**src/rtl/sim_ctrl_pkg.sv**
```systemverilog
// Shared state encoding and TOHOST protocol constants for the simulation controller.
package sim_ctrl_pkg;

  typedef enum logic [1:0] {
    S_HOLD = 2'd0,
    S_RUN  = 2'd1,
    S_DONE = 2'd2,
    S_TMO  = 2'd3
  } state_e;

  // A TOHOST store terminates the test only when its LSB is set; the rest is the exit code.
  localparam int TOHOST_FLAG_BIT = 0;
  localparam int EXIT_SHIFT      = 1;

endpackage

```
**src/rtl/sim_ctrl_sat_cnt.sv**
```systemverilog
// Saturating up-counter with synchronous active-low reset and a synchronous clear.
module sim_ctrl_sat_cnt #(
  parameter int W = 32
) (
  input  logic         clk,
  input  logic         rst_n,
  input  logic         clr,
  input  logic         inc,
  output logic [W-1:0] q
);

  logic [W-1:0] q_q;
  logic [W-1:0] q_d;

  always_comb begin
    q_d = q_q;
    if (clr) begin
      q_d = '0;
    end else if (inc && (q_q != {W{1'b1}})) begin
      q_d = q_q + 1'b1;
    end
  end

  always_ff @(posedge clk) begin
    if (!rst_n) begin
      q_q <= '0;
    end else begin
      q_q <= q_d;
    end
  end

  assign q = q_q;

endmodule

```
**src/rtl/sim_ctrl.sv**
```systemverilog
// Simulation controller: sequences core reset, counts RUN cycles, snoops TOHOST stores, runs a watchdog.
// Optional retired-instruction counter and its ports exist only when SIM_CTRL_INSTRET_EN is defined.
module sim_ctrl
  import sim_ctrl_pkg::*;
#(
  parameter int            AW             = 32,
  parameter int            DW             = 32,
  parameter int            CW             = 32,
  parameter int            RST_CYCLES     = 4,
  parameter int            TIMEOUT_CYCLES = 100000,
  parameter logic [AW-1:0] TOHOST_ADDR    = 32'h8000_1000
) (
  input  logic          clk,
  input  logic          rst_n,
  input  logic          mon_valid,
  input  logic          mon_we,
  input  logic [AW-1:0] mon_addr,
  input  logic [DW-1:0] mon_wdata,
  output logic          core_rst_n,
  output logic          done,
  output logic          pass,
  output logic          timeout,
  output logic [DW-1:0] exit_code,
  output logic [CW-1:0] cycle_cnt
`ifdef SIM_CTRL_INSTRET_EN
  ,
  input  logic          retire_valid,
  output logic [CW-1:0] instret_cnt
`endif
);

  localparam int            HW        = (RST_CYCLES > 1) ? $clog2(RST_CYCLES) : 1;
  localparam logic [HW-1:0] HOLD_LAST = HW'(RST_CYCLES - 1);
  localparam logic [CW-1:0] WD_LAST   = CW'(TIMEOUT_CYCLES - 1);

  state_e        state_q,      state_d;
  logic [HW-1:0] hold_cnt_q,   hold_cnt_d;
  logic          core_rst_n_q, core_rst_n_d;
  logic          pass_q,       pass_d;
  logic [DW-1:0] exit_code_q,  exit_code_d;

  logic in_hold;
  logic in_run;
  logic term_store;
  logic wd_expire;

  assign in_hold    = (state_q == S_HOLD);
  assign in_run     = (state_q == S_RUN);
  assign term_store = mon_valid & mon_we & (mon_addr == TOHOST_ADDR) & mon_wdata[TOHOST_FLAG_BIT];
  assign wd_expire  = (cycle_cnt == WD_LAST);

  always_comb begin
    state_d     = state_q;
    hold_cnt_d  = hold_cnt_q;
    pass_d      = pass_q;
    exit_code_d = exit_code_q;
    unique case (state_q)
      S_HOLD: begin
        if (hold_cnt_q == HOLD_LAST) begin
          state_d    = S_RUN;
          hold_cnt_d = '0;
        end else begin
          hold_cnt_d = hold_cnt_q + 1'b1;
        end
      end
      S_RUN: begin
        // A terminating store outranks watchdog expiry on the same edge.
        if (term_store) begin
          state_d     = S_DONE;
          exit_code_d = mon_wdata >> EXIT_SHIFT;
          pass_d      = ((mon_wdata >> EXIT_SHIFT) == '0);
        end else if (wd_expire) begin
          state_d = S_TMO;
        end
      end
      default: begin
        // DONE and TMO hold until rst_n; the core keeps running.
      end
    endcase
    core_rst_n_d = (state_d != S_HOLD);
  end

  always_ff @(posedge clk) begin
    if (!rst_n) begin
      state_q      <= S_HOLD;
      hold_cnt_q   <= '0;
      core_rst_n_q <= 1'b0;
      pass_q       <= 1'b0;
      exit_code_q  <= '0;
    end else begin
      state_q      <= state_d;
      hold_cnt_q   <= hold_cnt_d;
      core_rst_n_q <= core_rst_n_d;
      pass_q       <= pass_d;
      exit_code_q  <= exit_code_d;
    end
  end

  sim_ctrl_sat_cnt #(.W(CW)) u_cycle_cnt (
    .clk   (clk),
    .rst_n (rst_n),
    .clr   (in_hold),
    .inc   (in_run),
    .q     (cycle_cnt)
  );

`ifdef SIM_CTRL_INSTRET_EN
  sim_ctrl_sat_cnt #(.W(CW)) u_instret_cnt (
    .clk   (clk),
    .rst_n (rst_n),
    .clr   (in_hold),
    .inc   (in_run & retire_valid),
    .q     (instret_cnt)
  );
`endif

  assign core_rst_n = core_rst_n_q;
  assign done       = (state_q == S_DONE);
  assign timeout    = (state_q == S_TMO);
  assign pass       = pass_q;
  assign exit_code  = exit_code_q;

endmodule

```
**config.mk**
```make
export PLATFORM = sky130hd
export DESIGN_NAME = sim_ctrl
export DESIGN_NICKNAME = d
export VERILOG_FILES = /design/src/rtl/sim_ctrl_pkg.sv /design/src/rtl/sim_ctrl_sat_cnt.sv /design/src/rtl/sim_ctrl.sv
export SDC_FILE = /design/constraint.sdc
export NUM_CORES = 1
export LEC_CHECK = 0
export CAP_MARGIN = 40
export CORE_MARGIN = 5
export CORE_UTILIZATION = 41
export CTS_BUF_LIST = sky130_fd_sc_hd__clkbuf_4 sky130_fd_sc_hd__clkbuf_8
export CTS_CLUSTER_SIZE = 14
export DETAILED_ROUTE_END_ITERATION = 8
export PLACE_DENSITY = 0.73
export REMOVE_ABC_BUFFERS = 1
export SYNTH_ARGS = -nofsm -noshare
export SYNTH_HDL_FRONTEND = slang
export SYNTH_SLANG_ARGS = --single-unit
```
**constraint.sdc**
```tcl
create_clock -name clk -period 2.6 [get_ports clk]
set_input_delay 0.65 -clock clk [delete_from_list [all_inputs] [get_ports clk]]
set_output_delay 0.65 -clock clk [all_outputs]
set_load 0.02 [all_outputs]
```
==> qor.csv, run 1 <==
metric,value,unit
die footprint,10300,µm²
Startpoint Class,flip-flop,
Yosys top cell by area,dfxtp_1,
initial antenna violation count,0,
CP max FO,13,
Worst EP required,1.95,ns
first-pass GRT wire length,15.7,mm
Synth Flop Type,dfxtp_1,
Final Util,61.9,%
CP max stage delay,0.62,ns
gr ovfl total,0,
register area,1380,µm²
pre-CTS setup slack,-0.0346,ns
Worst setup EP type,output pin,
cts hold-fix bufs,0,
vias,3333,
Clock Latency Late Sink,0.34,ns
core area,8180,µm²
setup bufs post-CTS,0,
Final ANT Viol Nets,0,
post-synthesis sequential area ratio,40.3,%
Ys Warns,0,
setup TNS,0,ns
Pins Over Slew Limit,0,
Worst VDD drop,0.312,mV
Nets,571,
Mean Syn Cell Area,9.31,µm²
GRT Util Overall,19.1,%
slowest cell on the critical path,clkdlybuf4s50_1,
synthesized area,3420,µm²
"Area growth, synth to finish",47.7,%
"Hold Vio Cnt, Final",0,
kind of critical path,flip-flop to output pin,
post-CTS sizing,0,
Initial Util,41.9,%
Mapped Cells,368,
synthesized flop and latch total,69,
# IOs,136,
final setup violation count,0,
Async SR Flop Fraction,0,%
Achievable Freq,427,MHz
Final Worst Setup Slack,0.258,ns
number of diodes,0,
clock root buffer,clkbuf_8,
clk slew on worst S/H paths,0.07,ns
share of layout cells above drive strength 1,7.92,%
hold crit path type,flip-flop to flip-flop,
CTS Sinks,69,
R2R depth,5,
post-placement cell area,4860,µm²
Clock Tree Buf Depth,2,
CTS tree,yes,
post-layout min period,2.34,ns
CP Cell Sequence,"nor2b_1, clkdlybuf4s50_1",
H-Tree Depth,3,
relative slew slack,58.7,%
fin crit share,90.1,%
outcome,completed,
Synth top cells by count,"dfxtp_1, nor2b_1, mux2i_1",
TritonRoute pass-1 iters,4,
pwr/cell area,427,nW/µm²
"count leader, synth",dfxtp_1,
max_cap viols,0,
CP Data Arrival Time,1.69,ns
DPL Wire Length,7.53,mm
DRT iter0 DRCs,121,
DRC,0,
Area contributors post-synth,"dfxtp_1, mux2i_1, nor2b_1",
Synth cell types,52,
DIE WIDTH,101,µm
largest net degree at the start of global routing,35,
Via density,5.46,
GPL Wtd Cong,0.799,
final WL,9.97,mm
Rows,33,
P_leak,0.00156,µW
Final Power,2160,µW
count of flip-flops with a built-in enable after synthesis,0,
hold path cells,2,
vias in the first global route,3171,
design area,5060,µm²
Worst-Margin Slew,0.615,ns
WL/cell,16.3,µm
Clock Skew,0.00804,ns
Yosys top cell area share,40.3,%
multi-input logic area,1930,µm²
cts bufs inserted,9,
unrepaired setup endpoints after global routing,no,
PortBufs,134,
Die H,101,µm
fill cell count,730,
[where the power goes]
part | total (µW) | switching [µW] | internal [µW] | leakage [µW]
logic | 197 | 71.5 | 126 | 0.000907
clock network | 884 | 397 | 487 | 0.000101
registers | 1080 | 10.5 | 1070 | 0.000556
[through the flow]
stage / instances / hold slack, ns
finish: 610 / 0.516
global route: 610 / 0.540
CTS: 610 / 0.522
detailed placement: 595 / 0.503
global placement: 595 / 0.472
floorplan: 349 / 0.461
[worst max-delay path, delay by kind of cell (launching register included)]
family,cells,cell delay (ns)
buffers and inverters,1,0.62
and+or+nand+nor,1,0.18
DFF,1,0.56
[cells by family (layout without fill, tap and decap cells)]
group           Yosys count  in the layout  share of synthesized area [%]
fa+ha+maj                 2              2                          0.731
buf+inv                  21            158                           3.51
other cells               1              1                          0.110
flops                    69             69                           40.3
simple gates            176            176                           32.1
compound gates           60             60                           12.0
xor+xnor                  6              6                           1.53
mux                      33             33                           9.65
[path summary, 6_finish.rpt]
path | from | endpoint | slack [ns]
worst max-delay path | state_q[1]$_SDFF_PN0_ | done | 0.26
worst min-delay path | hold_cnt_q[1]$_SDFFE_PN0P_ | hold_cnt_q[1]$_SDFFE_PN0P_ | 0.52
worst max register to register | state_q[0]$_SDFF_PN0_ | u_cycle_cnt.q[27]$_SDFFE_PP0P_ | 0.37
worst min register to register | hold_cnt_q[1]$_SDFFE_PN0P_ | hold_cnt_q[1]$_SDFFE_PN0P_ | 0.52
[layer usage]
layer | vias to the layer above | global-route usage (%) | share of wire, %
met5 | - | 0 | 0
met3 | 15 | 3.99 | 7.1
met4 | 0 | 6.95 | 1.9
met1 | 1554 | 24.7 | 45
met2 | 115 | 31.5 | 46
li1 | 1649 | - | -
[placed cells by master, fill, tap and decap left out, types with 3 or more instances in the layout]
cell	synthesis	routed
or3_1	16	16
xnor2_1	3	3
nor4_1	20	19
o21ai_0	9	8
a31oi_1	3	3
a21oi_1	16	16
nand2_1	24	24
mux2i_1	33	33
nor2_1	11	11
a21oi_2	3	3
or4_1	7	7
a2111oi_2	3	3
nor3_1	8	8
and4_1	6	6
o21ai_1	11	11
xor2_1	3	3
clkdlybuf4s50_1	0	134
buf_4	4	6
nand3_1	13	13
o31ai_1	3	3
nor2b_1	36	36
nand4_1	12	12
and3_1	4	4
clkbuf_8	0	11
dfxtp_1	69	69
or4b_1	3	3
[flip-flops by register name (all words and copies together) (netlist names)]
name / cells
core_rst_n: 1
pass: 1
u_cycle_cnt.q: 32
state_q: 2
exit_code: 31
hold_cnt_q: 2
[area by class of cell]
class / instances / share of cell area (%)
inverters: 2 / 0.148
repair buffers: 141 / 27.8
clock inverters: 4 / 0.940
flip-flops and latches: 69 / 27.3
well taps: 105 / 2.60
clock buffers: 11 / 2.99
multi-input cells: 278 / 38.2
(Power assumes the default switching activity.)
==> inputs of run 2 (changes only) <==
CELL_PAD_IN_SITES_DETAIL_PLACEMENT = 0   (was not set)
CELL_PAD_IN_SITES_GLOBAL_PLACEMENT = 1   (was not set)
CORE_UTILIZATION = 33   (was 41)
PLACE_DENSITY = 0.8   (was 0.73)
==> qor.csv, run 2 (synthesis gave the netlist of run 1 again) <==
metric,value,unit
GPL Wtd Cong,0.839,
vias,3339,
met3 wire length,618,µm
setup bufs post-CTS,0,
max reg flops,32,
die footprint,12500,µm²
CP Data Arrival Time,1.71,ns
DPL Wire Length,7.79,mm
Worst EP required,1.95,ns
hold crit path type,flip-flop to flip-flop,
CTS tree,yes,
relative slew slack,65.7,%
CTS Sinks,69,
# IOs,136,
Final Power,2160,µW
"commonest non-fill, non-tap cell in the layout",clkdlybuf4s50_1,
Worst-Margin Slew,0.511,ns
FF-to-FF Start,u_cycle_cnt.q[0]$_SDFFE_PP0P_,
register area,1380,µm²
share of layout cells above drive strength 1,9.00,%
Rows,37,
largest net degree at the start of global routing,38,
post-CTS sizing,0,
max_cap viols,0,
Startpoint Class,flip-flop,
Die H,112,µm
multi-input logic area,1930,µm²
Final ANT Viol Nets,0,
uppermost layer routed,met4,
most frequent cells in the layout,"clkdlybuf4s50_1, dfxtp_1, nor2b_1",
Crit. Startpoint,state_q[1]$_SDFF_PN0_,
Pins Over Slew Limit,0,
WL/cell,15.9,µm
H-Tree Depth,3,
setup TNS,0,ns
Worst VDD drop,0.253,mV
"Area growth, synth to finish",50.7,%
Final Instance Count excl. Fillers,647,
DRT iter0 DRCs,125,
clock root buffer,clkbuf_8,
clk slew on worst S/H paths,0.08,ns
PortBufs,134,
gr ovfl total,0,
hold path startpoint,hold_cnt_q[1]$_SDFFE_PN0P_,
final WL,10.3,mm
core area,10200,µm²
fin crit share,90.8,%
TritonRoute pass-1 iters,4,
Achievable Freq,424,MHz
P_leak,0.00160,µW
Nets,576,
final setup violation count,0,
outcome,completed,
first-pass GRT wire length,16.6,mm
Via density,5.16,
CP max FO,13,
pwr/cell area,419,nW/µm²
cts bufs inserted,9,
Initial Util,33.5,%
Clock Latency Late Sink,0.35,ns
vias in the first global route,3215,
DRC,0,
fill cell count,961,
Clock Skew,0.0105,ns
GRT Util Overall,16.1,%
initial antenna violation count,0,
placed cell count,631,
kind of critical path,flip-flop to output pin,
cts hold-fix bufs,0,
post-layout min period,2.36,ns
unrepaired setup endpoints after global routing,no,
Clock Tree Buf Depth,2,
WL met2,4.65,mm
number of diodes,0,
"Hold Vio Cnt, Final",0,
Worst setup EP type,output pin,
DIE WIDTH,112,µm
Routed met1 length,4.87,mm
## run 2: cell count changes in the layout (fill, tap and decap cells not counted), sizes merged
cell      before  now
buf            7   12
clkbuf        11    9
clkinv         2    5
clkinvlp       1    0
inv            2    3
## run 2: area by class of cell
| type | instances | share of cell area [%] |
|---|---|---|
| clock buffer | 9 | 2.40 |
| clock inverter | 7 | 1.45 |
| inverter | 2 | 0.145 |
| multi-input combinational | 278 | 37.5 |
| sequential | 69 | 26.8 |
| tap | 136 | 3.30 |
| timing repair buffer | 146 | 28.5 |
## run 2: power by group
part / switching [µW] / internal [µW]
combinational: 70.8 / 127
clock: 440 / 448
sequential: 10.7 / 1070
total: 522 / 1640
## run 2: stage by stage
step	utilization [%]	hold slack [ns]	setup WS [ns]	cell area, µm²
after floorplan	-	0.461	-3.68	3310
after global placement	48.5	0.470	0.0391	4960
after detailed placement	48.5	0.492	-0.0295	4960
after CTS	50.4	0.504	0.190	5160
after global routing	50.4	0.539	0.133	5160
final	50.4	0.498	0.240	5160
## run 2: worst paths after layout
path,slack (ns),end,depth (start not counted)
setup reg to reg,0.42,u_cycle_cnt.q[25]$_SDFFE_PP0P_,6
hold reg to reg,0.50,hold_cnt_q[1]$_SDFFE_PN0P_,2
setup / recovery,0.24,done,2
hold / removal,0.50,hold_cnt_q[1]$_SDFFE_PN0P_,2
## run 2: layer usage
metal | global-route usage [%] | vias to the layer above
met2 | 25.3 | 117
met3 | 4.13 | 15
met4 | 4.62 | 0
met5 | 0 | -
li1 | - | 1665
met1 | 21.7 | 1542
## run 2: critical path, cell delays in order (launching register included)
cell and delay, ns:
dfxtp_1 0.56, nor2b_1 0.18, clkdlybuf4s50_1 0.63
